`src/rtl/atm_keypad_entry.sv`:
```
// Keypad front-end: turns serial key events into the ATM core's session levels.
// Optional PIN lockout after three failed authentications: define ATM_PIN_LOCKOUT_EN.
module atm_keypad_entry #(
    parameter int TIMEOUT_CYCLES = 1000,
    parameter int AUTH_WAIT      = 8,
    parameter int HOLD_CYCLES    = 4
) (
    input  logic        clk,
    input  logic        rst,
    input  logic        key_valid,
    input  logic [3:0]  key_code,
    input  logic        auth_ok,
    output logic [11:0] accNumber,
    output logic [3:0]  pin,
    output logic [2:0]  menuOption,
    output logic [10:0] amount,
    output logic [11:0] destinationAcc,
    output logic        cmd_valid,
    output logic        entry_error,
    output logic        locked
);
    localparam logic [2:0] S_ACC = 3'd0, S_PIN = 3'd1, S_AUTH = 3'd2, S_MENU = 3'd3,
                           S_AMT = 3'd4, S_DEST = 3'd5, S_HOLD = 3'd6, S_LOCKED = 3'd7;
    localparam logic [3:0] K_CLEAR = 4'd10, K_ENTER = 4'd11, K_CANCEL = 4'd12;
    localparam logic [2:0] M_WAIT = 3'b000, M_MENU = 3'b010, OP_BAL = 3'd3, OP_XFER = 3'd6;
    localparam int IW = $clog2(TIMEOUT_CYCLES + 1);
    localparam int TMAX = (AUTH_WAIT > HOLD_CYCLES) ? AUTH_WAIT : HOLD_CYCLES;
    localparam int TW = $clog2(TMAX + 1);
    localparam logic [IW-1:0] IDLE_LAST = IW'(TIMEOUT_CYCLES - 1);
    localparam logic [TW-1:0] AUTH_LAST = TW'(AUTH_WAIT - 1);
    localparam logic [TW-1:0] HOLD_LAST = TW'(HOLD_CYCLES - 1);

    logic [2:0]    state_q, state_d, menu_q, menu_d, op_q, op_d, dig_q, dig_d;
    logic [11:0]   acc_q, acc_d, dest_q, dest_d;
    logic [3:0]    pin_q, pin_d;
    logic [10:0]   amt_q, amt_d;
    logic [IW-1:0] idle_q, idle_d;
    logic [TW-1:0] tmr_q, tmr_d;
    logic          cmd_q, cmd_d, err_q, err_d;
    logic [15:0]   cur_s, lim_s, nxt_s;
    logic [11:0]   fld_val_s;
    logic [2:0]    maxd_s;
    logic          dig_ok_s, timeout_s, logout_s, fld_we_s, go_hold_s, is_digit_s;
`ifdef ATM_PIN_LOCKOUT_EN
    logic [1:0]    fail_q, fail_d;
    logic          locked_q, locked_d;
`endif

    // Select the field being typed into, and decide whether the next digit fits it.
    always_comb begin
        case (state_q)
            S_ACC:   begin cur_s = {4'd0, acc_q};  lim_s = 16'd4095; maxd_s = 3'd4; end
            S_PIN:   begin cur_s = {12'd0, pin_q}; lim_s = 16'd9;    maxd_s = 3'd1; end
            S_AMT:   begin cur_s = {5'd0, amt_q};  lim_s = 16'd2047; maxd_s = 3'd4; end
            S_DEST:  begin cur_s = {4'd0, dest_q}; lim_s = 16'd4095; maxd_s = 3'd4; end
            default: begin cur_s = 16'd0;          lim_s = 16'd0;    maxd_s = 3'd0; end
        endcase
        nxt_s      = cur_s * 16'd10 + {12'd0, key_code};
        dig_ok_s   = (dig_q < maxd_s) && (nxt_s <= lim_s);
        is_digit_s = (key_code <= 4'd9);
    end

    // Idle counter and logout-on-inactivity; an empty account field never times out.
    always_comb begin
        timeout_s = 1'b0;
        idle_d    = idle_q;
        if (key_valid) begin
            idle_d = '0;
        end else if (idle_q == IDLE_LAST) begin
            if ((state_q != S_LOCKED) && !((state_q == S_ACC) && (dig_q == 3'd0))) begin
                timeout_s = 1'b1;
                idle_d    = '0;
            end else begin
                idle_d = idle_q;
            end
        end else begin
            idle_d = idle_q + IW'(1);
        end
        logout_s = timeout_s || (key_valid && (key_code == K_CANCEL) && (state_q != S_LOCKED));
    end

    // Session state machine and field updates.
    always_comb begin
        state_d = state_q; acc_d = acc_q; pin_d = pin_q; menu_d = menu_q;
        amt_d = amt_q; dest_d = dest_q; op_d = op_q; dig_d = dig_q; tmr_d = tmr_q;
        cmd_d = 1'b0; err_d = 1'b0; fld_we_s = 1'b0; fld_val_s = 12'd0; go_hold_s = 1'b0;
`ifdef ATM_PIN_LOCKOUT_EN
        fail_d = fail_q; locked_d = locked_q;
`endif
        if (logout_s) begin
            state_d = S_ACC; acc_d = 12'd0; pin_d = 4'd0; menu_d = M_WAIT; amt_d = 11'd0;
            dest_d = 12'd0; op_d = 3'd0; dig_d = 3'd0; tmr_d = '0;
`ifdef ATM_PIN_LOCKOUT_EN
            fail_d = 2'd0;
`endif
        end else begin
            case (state_q)
                S_ACC, S_PIN, S_AMT, S_DEST: begin
                    if (!key_valid) begin
                        err_d = 1'b0;
                    end else if (is_digit_s) begin
                        if (dig_ok_s) begin
                            fld_we_s = 1'b1; fld_val_s = nxt_s[11:0]; dig_d = dig_q + 3'd1;
                        end else begin
                            err_d = 1'b1;
                        end
                    end else if (key_code == K_CLEAR) begin
                        fld_we_s = 1'b1; dig_d = 3'd0;
                    end else if (key_code == K_ENTER) begin
                        if (dig_q == 3'd0) begin
                            err_d = 1'b1;
                        end else begin
                            dig_d = 3'd0; tmr_d = '0;
                            case (state_q)
                                S_ACC:   state_d = S_PIN;
                                S_PIN:   state_d = S_AUTH;
                                S_AMT:   if (op_q == OP_XFER) state_d = S_DEST; else go_hold_s = 1'b1;
                                default: go_hold_s = 1'b1;
                            endcase
                        end
                    end else begin
                        err_d = 1'b1;
                    end
                end
                S_AUTH: begin
                    if (auth_ok) begin
                        state_d = S_MENU; menu_d = M_MENU;
`ifdef ATM_PIN_LOCKOUT_EN
                        fail_d = 2'd0;
`endif
                    end else if (tmr_q == AUTH_LAST) begin
                        state_d = S_PIN; pin_d = 4'd0; dig_d = 3'd0; err_d = 1'b1;
`ifdef ATM_PIN_LOCKOUT_EN
                        if (fail_q == 2'd2) begin
                            state_d = S_LOCKED; locked_d = 1'b1; menu_d = M_WAIT;
                        end else begin
                            fail_d = fail_q + 2'd1;
                        end
`endif
                    end else begin
                        tmr_d = tmr_q + TW'(1);
                    end
                end
                S_MENU: begin
                    if (!key_valid) begin
                        err_d = 1'b0;
                    end else if (is_digit_s && (key_code >= 4'd3) && (key_code <= 4'd7)) begin
                        op_d = key_code[2:0]; amt_d = 11'd0; dest_d = 12'd0; dig_d = 3'd0;
                        if (key_code[2:0] == OP_BAL) go_hold_s = 1'b1; else state_d = S_AMT;
                    end else if (key_code == K_CLEAR) begin
                        amt_d = 11'd0; dest_d = 12'd0;
                    end else begin
                        err_d = 1'b1;
                    end
                end
                S_HOLD: begin
                    if (tmr_q == HOLD_LAST) begin
                        state_d = S_MENU; menu_d = M_MENU;
                    end else begin
                        tmr_d = tmr_q + TW'(1);
                    end
                end
                S_LOCKED: state_d = S_LOCKED;
                default:  state_d = S_ACC;
            endcase
        end
        if (fld_we_s) begin
            case (state_q)
                S_ACC:   acc_d  = fld_val_s;
                S_PIN:   pin_d  = fld_val_s[3:0];
                S_AMT:   amt_d  = fld_val_s[10:0];
                S_DEST:  dest_d = fld_val_s;
                default: acc_d  = acc_q;
            endcase
        end else begin
            fld_val_s = 12'd0;
        end
        // Committing an operation publishes it and pulses cmd_valid in the same cycle.
        if (go_hold_s) begin
            state_d = S_HOLD; menu_d = op_d; cmd_d = 1'b1; tmr_d = '0;
        end else begin
            cmd_d = 1'b0;
        end
    end

    // Session registers.
    always_ff @(posedge clk or posedge rst) begin
        if (rst) begin
            state_q <= S_ACC;  acc_q <= 12'd0; pin_q <= 4'd0;  menu_q <= M_WAIT;
            amt_q   <= 11'd0;  dest_q <= 12'd0; op_q <= 3'd0;  dig_q <= 3'd0;
            idle_q  <= '0;     tmr_q <= '0;     cmd_q <= 1'b0; err_q <= 1'b0;
        end else begin
            state_q <= state_d; acc_q <= acc_d; pin_q <= pin_d; menu_q <= menu_d;
            amt_q   <= amt_d;   dest_q <= dest_d; op_q <= op_d; dig_q <= dig_d;
            idle_q  <= idle_d;  tmr_q <= tmr_d;   cmd_q <= cmd_d; err_q <= err_d;
        end
    end

`ifdef ATM_PIN_LOCKOUT_EN
    // Consecutive-failure counter and lockout flag.
    always_ff @(posedge clk or posedge rst) begin
        if (rst) begin
            fail_q <= 2'd0; locked_q <= 1'b0;
        end else begin
            fail_q <= fail_d; locked_q <= locked_d;
        end
    end
    assign locked = locked_q;
`else
    assign locked = 1'b0;
`endif

    assign accNumber      = acc_q;
    assign pin            = pin_q;
    assign menuOption     = menu_q;
    assign amount         = amt_q;
    assign destinationAcc = dest_q;
    assign cmd_valid      = cmd_q;
    assign entry_error    = err_q;
endmodule

```
`config.mk`:
```
export PLATFORM = sky130hd
export DESIGN_NAME = atm_keypad_entry
export DESIGN_NICKNAME = d
export VERILOG_FILES = /design/src/rtl/atm_keypad_entry.sv
export SDC_FILE = /design/constraint.sdc
export NUM_CORES = 1
export LEC_CHECK = 0
export CORE_ASPECT_RATIO = 1.1
export CORE_UTILIZATION = 35
export DETAILED_ROUTE_END_ITERATION = 12
export PLACE_DENSITY_LB_ADDON = 0.1
export SLEW_MARGIN = 0
export SYNTH_ARGS = -nofsm -noshare
export SYNTH_HDL_FRONTEND = slang
export SYNTH_SLANG_ARGS = --single-unit
export TNS_END_PERCENT = 5
```
`constraint.sdc`:
```
create_clock -name clk -period 8.1 [get_ports clk]
set_input_delay 1.215 -clock clk [delete_from_list [all_inputs] [get_ports clk]]
set_output_delay 1.215 -clock clk [all_outputs]
set_load 0.01 [all_outputs]
```
==> out/metrics.cfg, run 1 <==
[clocking]
cts_root_buf = clkbuf_16
clock_latency_ns = 0.34
ctsResizeCount = 0
htreeDepth = 3
cts_hold_buf = 0
clockBufferDepth = 2
post_cts_buffers = 0
cts_buffers = 9
cts_tree = built
cts.sinks = 67
clk_pin_slew_ns = 0.05

[setup_path]
required_ns = 8.32
max_stage_delay_ns = 0.88
rrSetupSlack_ns = 1.15
cpMaxStageDelayCell = dfrtp_1
arrival_ns = 7.17
worstSetupEndpointType = flip-flop
crit-reg2reg-launch = state_q[2]
ff2ff_path_depth = 18
setup.worst_path.start_class = flip-flop
critPathKind = reg -> reg
path_cells = mux4_2 > and2_1 > ha_1 > fa_1 > a211oi_1 > nor2_1 > xor2_1 > and4_1 > nand2_1 > xnor2_1 > ha_1 > a21oi_1 > o21ai_0 > o311a_1 > a2111oi_4 > o211ai_4 > a21oi_1 > mux2_2
crit_fanout = 21
r2r_end = amount[5]

[global_route]
grt_pass1_wl_um = 23180
grt_use_total = 0.2042
overflow = 0
grt_max_degree = 68
antenna_found_initial = 0
grt_pass1_vias = 4223

[routing]
ant_nets = 0
vias_per_cell = 5.489
drtPass1Iterations = 5
vias = 4325
totalWireLength_um = 14380
wl_per_cell_um = 18.25
drt_iter0_drc = 209
drc_errors = 0

[placement]
gp_congestion = 0.8841
hpwlAfterDp_um = 10860
port_buffers = 51
placed_cell_area_mm2 = 0.005766

[min_path]
min_path_type = reg -> reg
hp-start = menuOption[2]
hold-path-cell-count = 2
hold_end = menuOption[2]

[pwr]
power_density_mw_per_mm2 = 260.0
internal-power_uw = 970.7
p_leak_nw = 2.777
irDropWorstVdd_v = 0.0001406
switching_share = 0.3883
power.net_switching_uw = 616.1
seqPwrFrac = 0.299
clkPwrFrac = 0.276
p_comb_frac = 0.425

[synthesis]
yosys_warnings = 0
syn_inst = 556
synth_ff_type = dfrtp_1
synth_simple_gate_area_share = 0.2145
synth_adder_area_share = 0.09598
yosys.cell_types.count = 65
synth_top_family_by_area = simple AND/OR/NAND/NOR gates
netlist_area_mm2 = 0.005110
synth_mux_area_frac = 0.1249
synth-edff-count = 0
synth_compound_area_frac = 0.1530
synth_fp_nets = 602
synthArstFlopShare = 1.000
ys_ff_latch = 67
synth_seq_area_share = 0.3281
syn_avg_cell_area_um2 = 9.190
synth_xor_area_frac = 0.04456

[cells_and_area]
drive_above_1_share = 0.1083
final_nets = 641
layout_commonest_cell = dfrtp_1
layout_common_cells = 67 x dfrtp_1, 51 x clkdlybuf4s50_1, 46 x nor2_1
stdcell_area_mm2 = 0.006103
insertedDiodeCount = 0
areaGrowthSynthToFinish_pct = 19.44

[timing]
layout_min_cycle_time_ns = 6.951
slew_headroom = 0.1865
rsz0062_at_grt = false
finalSetupViolations = 0
fmax_mhz = 143.9
tightestPinTransition_ns = 1.208
final_max_slew_viol_count = 0
hold_violations = 0
tns_ns = 0
fin_crit_sh = 0.8582
fin_skew_ns = 0.008448

[floorplanning]
start_util = 0.3645
core.rowCount = 45
io_pins = 53
die-area_mm2 = 0.01509
die_h_um = 128.7
coreArea_mm2 = 0.01402
die_w_um = 117.2

[outcome]
status = finished clean

[job]
max_cap_viol_count = 0

cell type report:
class | instances | area, um2
clock buffer | 11 | 252.7
clock inverter | 5 | 85.08
fill | 1367 | 7916
inverter | 18 | 67.56
multi-input combinational | 443 | 3238
sequential | 67 | 1677
tap | 188 | 235.2
timing repair buffer | 56 | 548.0
per-layer routing:
layer / global-route usage / vias up / share of wire
li1: - / 2091 / -
met1: 0.3039 / 2091 / 0.49
met2: 0.3024 / 128 / 0.44
met3: 0.03062 / 15 / 0.057
met4: 0.06255 / 0 / 0.014
met5: 0 / - / 0
worst max-delay path by stage:
stage / start / endpoint / slack (ns) / depth (start not counted)
3_5_place_dp: state_q[2] / amount[6] / 1.15 / 19
3_3_place_gp: state_q[2] / amount[6] / 1.35 / 19
5_1_grt: state_q[2] / amount[5] / 0.57 / 20
2_1_floorplan: state_q[2] / destinationAcc[10] / 1.88 / 22
6_report: state_q[2] / amount[5] / 1.15 / 18
4_1_cts: state_q[2] / amount[5] / 1.12 / 19
synthesized netlist by cell type, types with 5 or more instances:
library cell	count	area share
dfrtp_1	67	0.33
nand2b_1	7	0.0086
xor2_1	13	0.022
clkbuf_1	21	0.015
a21boi_0	5	0.0073
a21oi_1	29	0.028
nand4_1	9	0.011
nor3_1	10	0.0098
nand3_1	19	0.019
nand2_1	43	0.032
inv_1	18	0.013
o21ai_0	31	0.030
o2bb2ai_1	7	0.012
and3_1	23	0.028
o21a_1	6	0.0088
mux2_4	6	0.018
ha_1	36	0.088
nor2b_1	8	0.0098
nor2_1	46	0.034
xnor2_1	13	0.022
mux2i_1	21	0.041
mux2_2	22	0.048
and2_1	21	0.026
or2_2	5	0.0061
worst max-delay path: cells and delay by family, from the launching register on:
family,cells,cell delay (ns)
simple gates,4,0.66
mux,2,1.03
xor+xnor,2,0.62
flops,1,0.88
fa+ha+maj,3,1.15
compound gates,7,2.48
sequential cells by signal, indices dropped and copies added, names as in the netlist:
signal          cells
op_q                3
tmr_q               4
state_q             3
idle_q             10
cmd_valid           1
menuOption          3
pin                 4
entry_error         1
destinationAcc     12
dig_q               3
accNumber          12
amount             11
cell families after synthesis:
| logic type | count (synthesis) |
|---|---|
| flops | 67 |
| xor+xnor | 26 |
| compound gates | 114 |
| simple gates | 211 |
| other cells | 1 |
| buf+inv | 46 |
| mux | 53 |
| fa+ha+maj | 38 |
per-stage QoR:
stage | total power [mW] | hold WS [ns] | utilization | instances | worst slack [ns]
6_report | 1.587 | 0.4911 | 0.4353 | 788 | 1.149
3_5_place_dp | 1.146 | 0.4897 | 0.4112 | 772 | 1.146
4_1_cts | 1.596 | 0.5032 | 0.4353 | 788 | 1.125
5_1_grt | 1.696 | 0.5136 | 0.4353 | 788 | 0.5718
3_3_place_gp | 1.136 | 0.4715 | 0.4112 | 772 | 1.355
2_1_floorplan | 0.9208 | 0.4710 | - | 556 | 1.879
power by group through the flow:
stage | registers, mW | logic (mW) | clock network, mW
detailed placement | 0.479 | 0.667 | 0
finish | 0.475 | 0.674 | 0.438
CTS | 0.474 | 0.673 | 0.449
floorplan | 0.447 | 0.474 | 0
global placement | 0.480 | 0.656 | 0
global route | 0.487 | 0.744 | 0.466
(Power assumes the default switching activity.)
==> inputs of run 2 (changes only) <==
--- a/config.mk
+++ b/config.mk
@@ -6,8 +6,9 @@
 export NUM_CORES = 1
 export LEC_CHECK = 0
 export CORE_ASPECT_RATIO = 1.1
-export CORE_UTILIZATION = 35
+export CORE_UTILIZATION = 60
 export DETAILED_ROUTE_END_ITERATION = 12
+export DONT_BUFFER_PORTS = 1
 export PLACE_DENSITY_LB_ADDON = 0.1
 export SLEW_MARGIN = 0
 export SYNTH_ARGS = -nofsm -noshare
==> run 2 against run 1 <==
Via count down 2.1%; routed wire length down 8.0%; power down 16%; sequential share of layout area up 4.1 points; cell area down 13%; sequential power up 4%; critical endpoint is now amount[3]; largest power group unchanged; highest routed layer unchanged.
==> out/metrics.cfg, run 2 (synthesized netlist as in run 1, its figures left out) <==
[timing]
fin_crit_sh = 0.8699
slew_headroom = 0.1635
tns_ns = 0
hold_violations = 0
tightestPinTransition_ns = 1.242
fmax_mhz = 141.9
finalSetupViolations = 0
final_max_slew_viol_count = 0
fin_skew_ns = 0.01347
layout_min_cycle_time_ns = 7.046
rsz0062_at_grt = false

[clocking]
htreeDepth = 3
cts_root_buf = clkbuf_8
clockBufferDepth = 2
clock_latency_ns = 0.35
cts.sinks = 67
cts_tree = built
cts_buffers = 9
cts_hold_buf = 0
clk_pin_slew_ns = 0.07
ctsResizeCount = 0
post_cts_buffers = 0

[global_route]
grt_max_degree = 68
overflow = 0
grt_pass1_vias = 4240
grt_pass1_wl_um = 22170
antenna_found_initial = 0
grt_use_total = 0.3160

[floorplanning]
coreArea_mm2 = 0.008083
io_pins = 53
die_h_um = 98.79
core.rowCount = 34
start_util = 0.6322
die-area_mm2 = 0.008890
die_w_um = 89.99

[placement]
gp_congestion = 0.9262
hpwlAfterDp_um = 9875
port_buffers = 0
placed_cell_area_mm2 = 0.005147

[setup_path]
crit_fanout = 25
setup.worst_path.start_class = flip-flop
required_ns = 8.33
worstSetupEndpointType = flip-flop
crit-reg2reg-launch = state_q[0]
startpoint = state_q[0]
arrival_ns = 7.27
critPathKind = reg -> reg

[routing]
drtPass1Iterations = 5
wl_per_cell_um = 20.18
vias_per_cell = 6.453
drc_errors = 0
drt_iter0_drc = 424
totalWireLength_um = 13240
vias = 4233
ant_nets = 0

[cells_and_area]
final_nets = 589
n_fill_cell = 687
stdcell_area_mm2 = 0.005319
insertedDiodeCount = 0
layout_common_cells = 67 x dfrtp_1, 46 x nor2_1, 43 x nand2_1
drive_above_1_share = 0.1131
layout_commonest_cell = dfrtp_1
areaGrowthSynthToFinish_pct = 4.089
multi_input_area_mm2 = 0.003238
regArea_mm2 = 0.001677

[outcome]
status = finished clean

[job]
max_cap_viol_count = 0

[pwr]
p_leak_nw = 2.519
power_density_mw_per_mm2 = 249.8
irDropWorstVdd_v = 0.0001550

[min_path]
min_path_type = reg -> reg
hp-start = tmr_q[0]

[run 2: changes by cell type in the layout (fill, tap and decap cells not counted)]
| cell | before | now |
|---|---|---|
| clkbuf_16 | 9 | 0 |
| clkinv_2 | 0 | 2 |
| clkbuf_8 | 2 | 10 |
| clkdlybuf4s50_1 | 51 | 0 |
| clkinv_4 | 2 | 1 |
| clkbuf_1 | 0 | 2 |
| bufinv_16 | 2 | 0 |
| buf_4 | 5 | 4 |
[run 2: final timing paths]
path                                          end  slack, ns  cells past startpoint
worst max-delay path                    amount[3]       1.05                     19
worst min-delay path                     tmr_q[0]       0.50                      1
worst max register to register          amount[3]       1.05                     19
worst min register to register           tmr_q[0]       0.50                      1
max in group asynchronous               idle_q[7]       6.55                      2
min in group asynchronous       destinationAcc[6]       0.98                      2
[run 2: metal layers]
layer	up-vias	share of wire	global-route usage
met2	164	0.47	0.5107
met1	2063	0.44	0.4301
met5	-	0	0
met3	20	0.077	0.07639
li1	1986	-	-
met4	0	0.014	0.08065
[run 2: worst max-delay path, cell delays in order, from the launching register on]
cell and delay, ns:
dfrtp_1 0.73, nor2_1 0.67, a21oi_1 0.16, nor2_1 0.21, ha_1 0.31, fa_1 0.49
a211oi_1 0.34, nor2_1 0.10, xor2_1 0.37, and4_1 0.28, nand2_1 0.07, xnor2_1 0.28
ha_1 0.32, a21oi_1 0.14, o21ai_0 0.13, o311a_1 0.40, a2111oi_4 0.46, o211ai_4 0.19
a21oi_1 0.84, mux2_2 0.42
[run 2: area by class of cell]
type / count / share of cell area
flip-flops and latches: 67 / 0.3152
inverters: 18 / 0.01270
clock inverters: 4 / 0.004940
clock buffers: 12 / 0.02729
well taps: 108 / 0.02541
multi-input cells: 443 / 0.6088
repair buffers: 4 / 0.005646
[run 2: metrics by stage]
step | hold slack, ns | utilization | instances | setup slack, ns | total power, mW
5_1_grt | 0.5337 | 0.6581 | 656 | 0.6520 | 1.416
3_5_place_dp | 0.4912 | 0.6368 | 640 | 1.202 | 1.066
2_1_floorplan | 0.4710 | - | 556 | 1.879 | 0.9208
6_report | 0.4971 | 0.6581 | 656 | 1.054 | 1.329
3_3_place_gp | 0.4861 | 0.6368 | 640 | 1.466 | 1.045
4_1_cts | 0.5019 | 0.6581 | 656 | 1.167 | 1.320
[run 2: where the power goes]
| part | switching, mW | internal, mW | total [mW] |
|---|---|---|---|
| registers | 0.100 | 0.392 | 0.493 |
| logic | 0.350 | 0.232 | 0.582 |
| clock network | 0.135 | 0.119 | 0.254 |
| total | 0.585 | 0.743 | 1.33 |
==> inputs of run 3 (changes only) <==
==> constraint.sdc (replaced) <==
create_clock -name clk -period 6.5 [get_ports clk]
set_input_delay 0.975 -clock clk [delete_from_list [all_inputs] [get_ports clk]]
set_output_delay 0.975 -clock clk [all_outputs]
set_load 0.01 [all_outputs]
==> run 3 against run 2 <==
Cell count up 2.7%; combinational power up 39%; flip-flop and latch count unchanged; routed wire length up 1.4%; clock skew up 0.00061 ns; non-clock buffer count up 18; worst setup slack worse by 0.78 ns; clock-buffer cell count down 3; highest routed layer unchanged.
==> out/metrics.cfg, run 3 (synthesized netlist as in run 1, its figures left out) <==
[outcome]
status = finished clean

[clocking]
clk_pin_slew_ns = 0.09
cts_tree = built
cts_root_buf = clkbuf_8
cts.sinks = 67
clockBufferDepth = 2
htreeDepth = 3
cts_buffers = 9
clock_latency_ns = 0.35

[timing]
finalSetupViolations = 0
slew_headroom = 0.4367
hold_violations = 0
whs_ns = 0.4981
layout_min_cycle_time_ns = 6.226
final_max_slew_viol_count = 0
fin_skew_ns = 0.01407
fmax_mhz = 160.6
tightestPinTransition_ns = 0.8450
tns_ns = 0
fin_crit_sh = 0.9578

[min_path]
hp-start = tmr_q[0]
hold-path-cell-count = 1
min_path_type = reg -> reg
hold_end = tmr_q[0]

[setup_path]
required_ns = 6.74
max_stage_delay_ns = 0.64
ff2ff_path_depth = 19
crit_family = compound AO/OA/AOI/OAI gates
worst-path-buf-inv = 0
crit-reg2reg-launch = state_q[2]
arrival_ns = 6.46
worstSetupEndpointType = flip-flop
r2r_end = destinationAcc[8]
path_cells = mux4_2 > and2_1 > ha_1 > ha_1 > fa_1 > xnor2_1 > or2_2 > nor2_1 > and4_1 > nand2_1 > xnor2_1 > ha_1 > a21oi_1 > o21ai_0 > o311a_1 > a2111oi_4 > o211ai_4 > a2111o_2 > mux2_4
startpoint = state_q[2]
setup.worst_path.start_class = flip-flop
crit_fanout = 12
critPathKind = reg -> reg
rrSetupSlack_ns = 0.27
crit_top_cell = ha_1
cpMaxStageDelayCell = a2111o_2

[pwr]
irDropWorstVdd_v = 0.0001663
p_leak_nw = 2.602
power_density_mw_per_mm2 = 317.2

[floorplanning]
io_pins = 53
coreArea_mm2 = 0.008083
die-area_mm2 = 0.008890
die_w_um = 89.99
core.rowCount = 34
start_util = 0.6322
die_h_um = 98.79

[placement]
port_buffers = 0
hpwlAfterDp_um = 9849
placed_cell_area_mm2 = 0.005253
gp_congestion = 1.012
dpl.cell_count = 654

[cells_and_area]
final_nets = 607
drive_above_1_share = 0.1502
stdcell_area_mm2 = 0.005468
insertedDiodeCount = 0
layout_common_cells = 65 x dfrtp_1, 46 x nor2_1, 43 x nand2_1
layout_commonest_cell = dfrtp_1
areaGrowthSynthToFinish_pct = 7.003
n_fill_cell = 640
fin_util = 0.6765
fin_cells = 674

[routing]
vias_per_cell = 6.475
drt_iter0_drc = 338
drtPass1Iterations = 6
wl_per_cell_um = 19.91
totalWireLength_um = 13420
vias = 4364
ant_nets = 0
drc_errors = 0

[global_route]
grt_pass1_vias = 4395
antenna_found_initial = 0
grt_use_total = 0.3202
overflow = 0
grt_max_degree = 68
grt_pass1_wl_um = 22390

[job]
max_cap_viol_count = 0

## run 3: cell count changes in the layout (fill, tap and decap cells not counted)
cell and delta:
a2111o_1 -1, a2111o_2 +1, buf_4 +18, clkbuf_1 -2, clkbuf_8 -1, clkinv_2 -2
clkinvlp_4 +2, dfrtp_1 -2, dfrtp_2 +2, inv_6 +3
## run 3: what timing repair did
| item | 4_1_cts | 5_1_grt |
|---|---|---|
| setup endpoints to repair | 0 | 20 |
| gates resized for setup | 0 | 3 |
| hold buffers | 0 | 0 |
| buffers inserted | 0 | 3 |
## run 3: power breakdown
part,switching [mW],total [mW],internal (mW)
clock,0.190,0.333,0.143
sequential,0.104,0.595,0.491
combinational,0.483,0.807,0.323
total,0.777,1.73,0.957
## run 3: worst max-delay path by stage
stage | cells past startpoint | slack [ns] | endpoint
after global routing | 19 | -0.003 | destinationAcc[6]
after detailed placement | 19 | 0.17 | destinationAcc[6]
after floorplan | 22 | 0.28 | destinationAcc[10]
after global placement | 20 | 0.39 | destinationAcc[8]
final | 19 | 0.27 | destinationAcc[8]
after CTS | 19 | 0.05 | destinationAcc[8]
## run 3: cell type report
type / instances / area, um2 / share of cell area
inverter: 18 / 67.56 / 0.01236
tap: 108 / 135.1 / 0.02471
timing repair buffer: 22 / 165.2 / 0.03021
sequential: 67 / 1679 / 0.3071
clock buffer: 9 / 123.9 / 0.02265
multi-input combinational: 443 / 3239 / 0.5924
clock inverter: 7 / 57.56 / 0.01053
## run 3: routing by layer
metal,part of all wire,track usage
met4,0.024,0.1104
met3,0.088,0.09336
met5,0,0
met1,0.43,0.4174
met2,0.46,0.5130
## run 3: through the flow
stage / total power [mW] / worst slack [ns]
3_5_place_dp: 1.377 / 0.1720
5_1_grt: 1.833 / -0.002673
3_3_place_gp: 1.353 / 0.3918
6_report: 1.734 / 0.2740
2_1_floorplan: 1.147 / 0.2788
4_1_cts: 1.713 / 0.04512
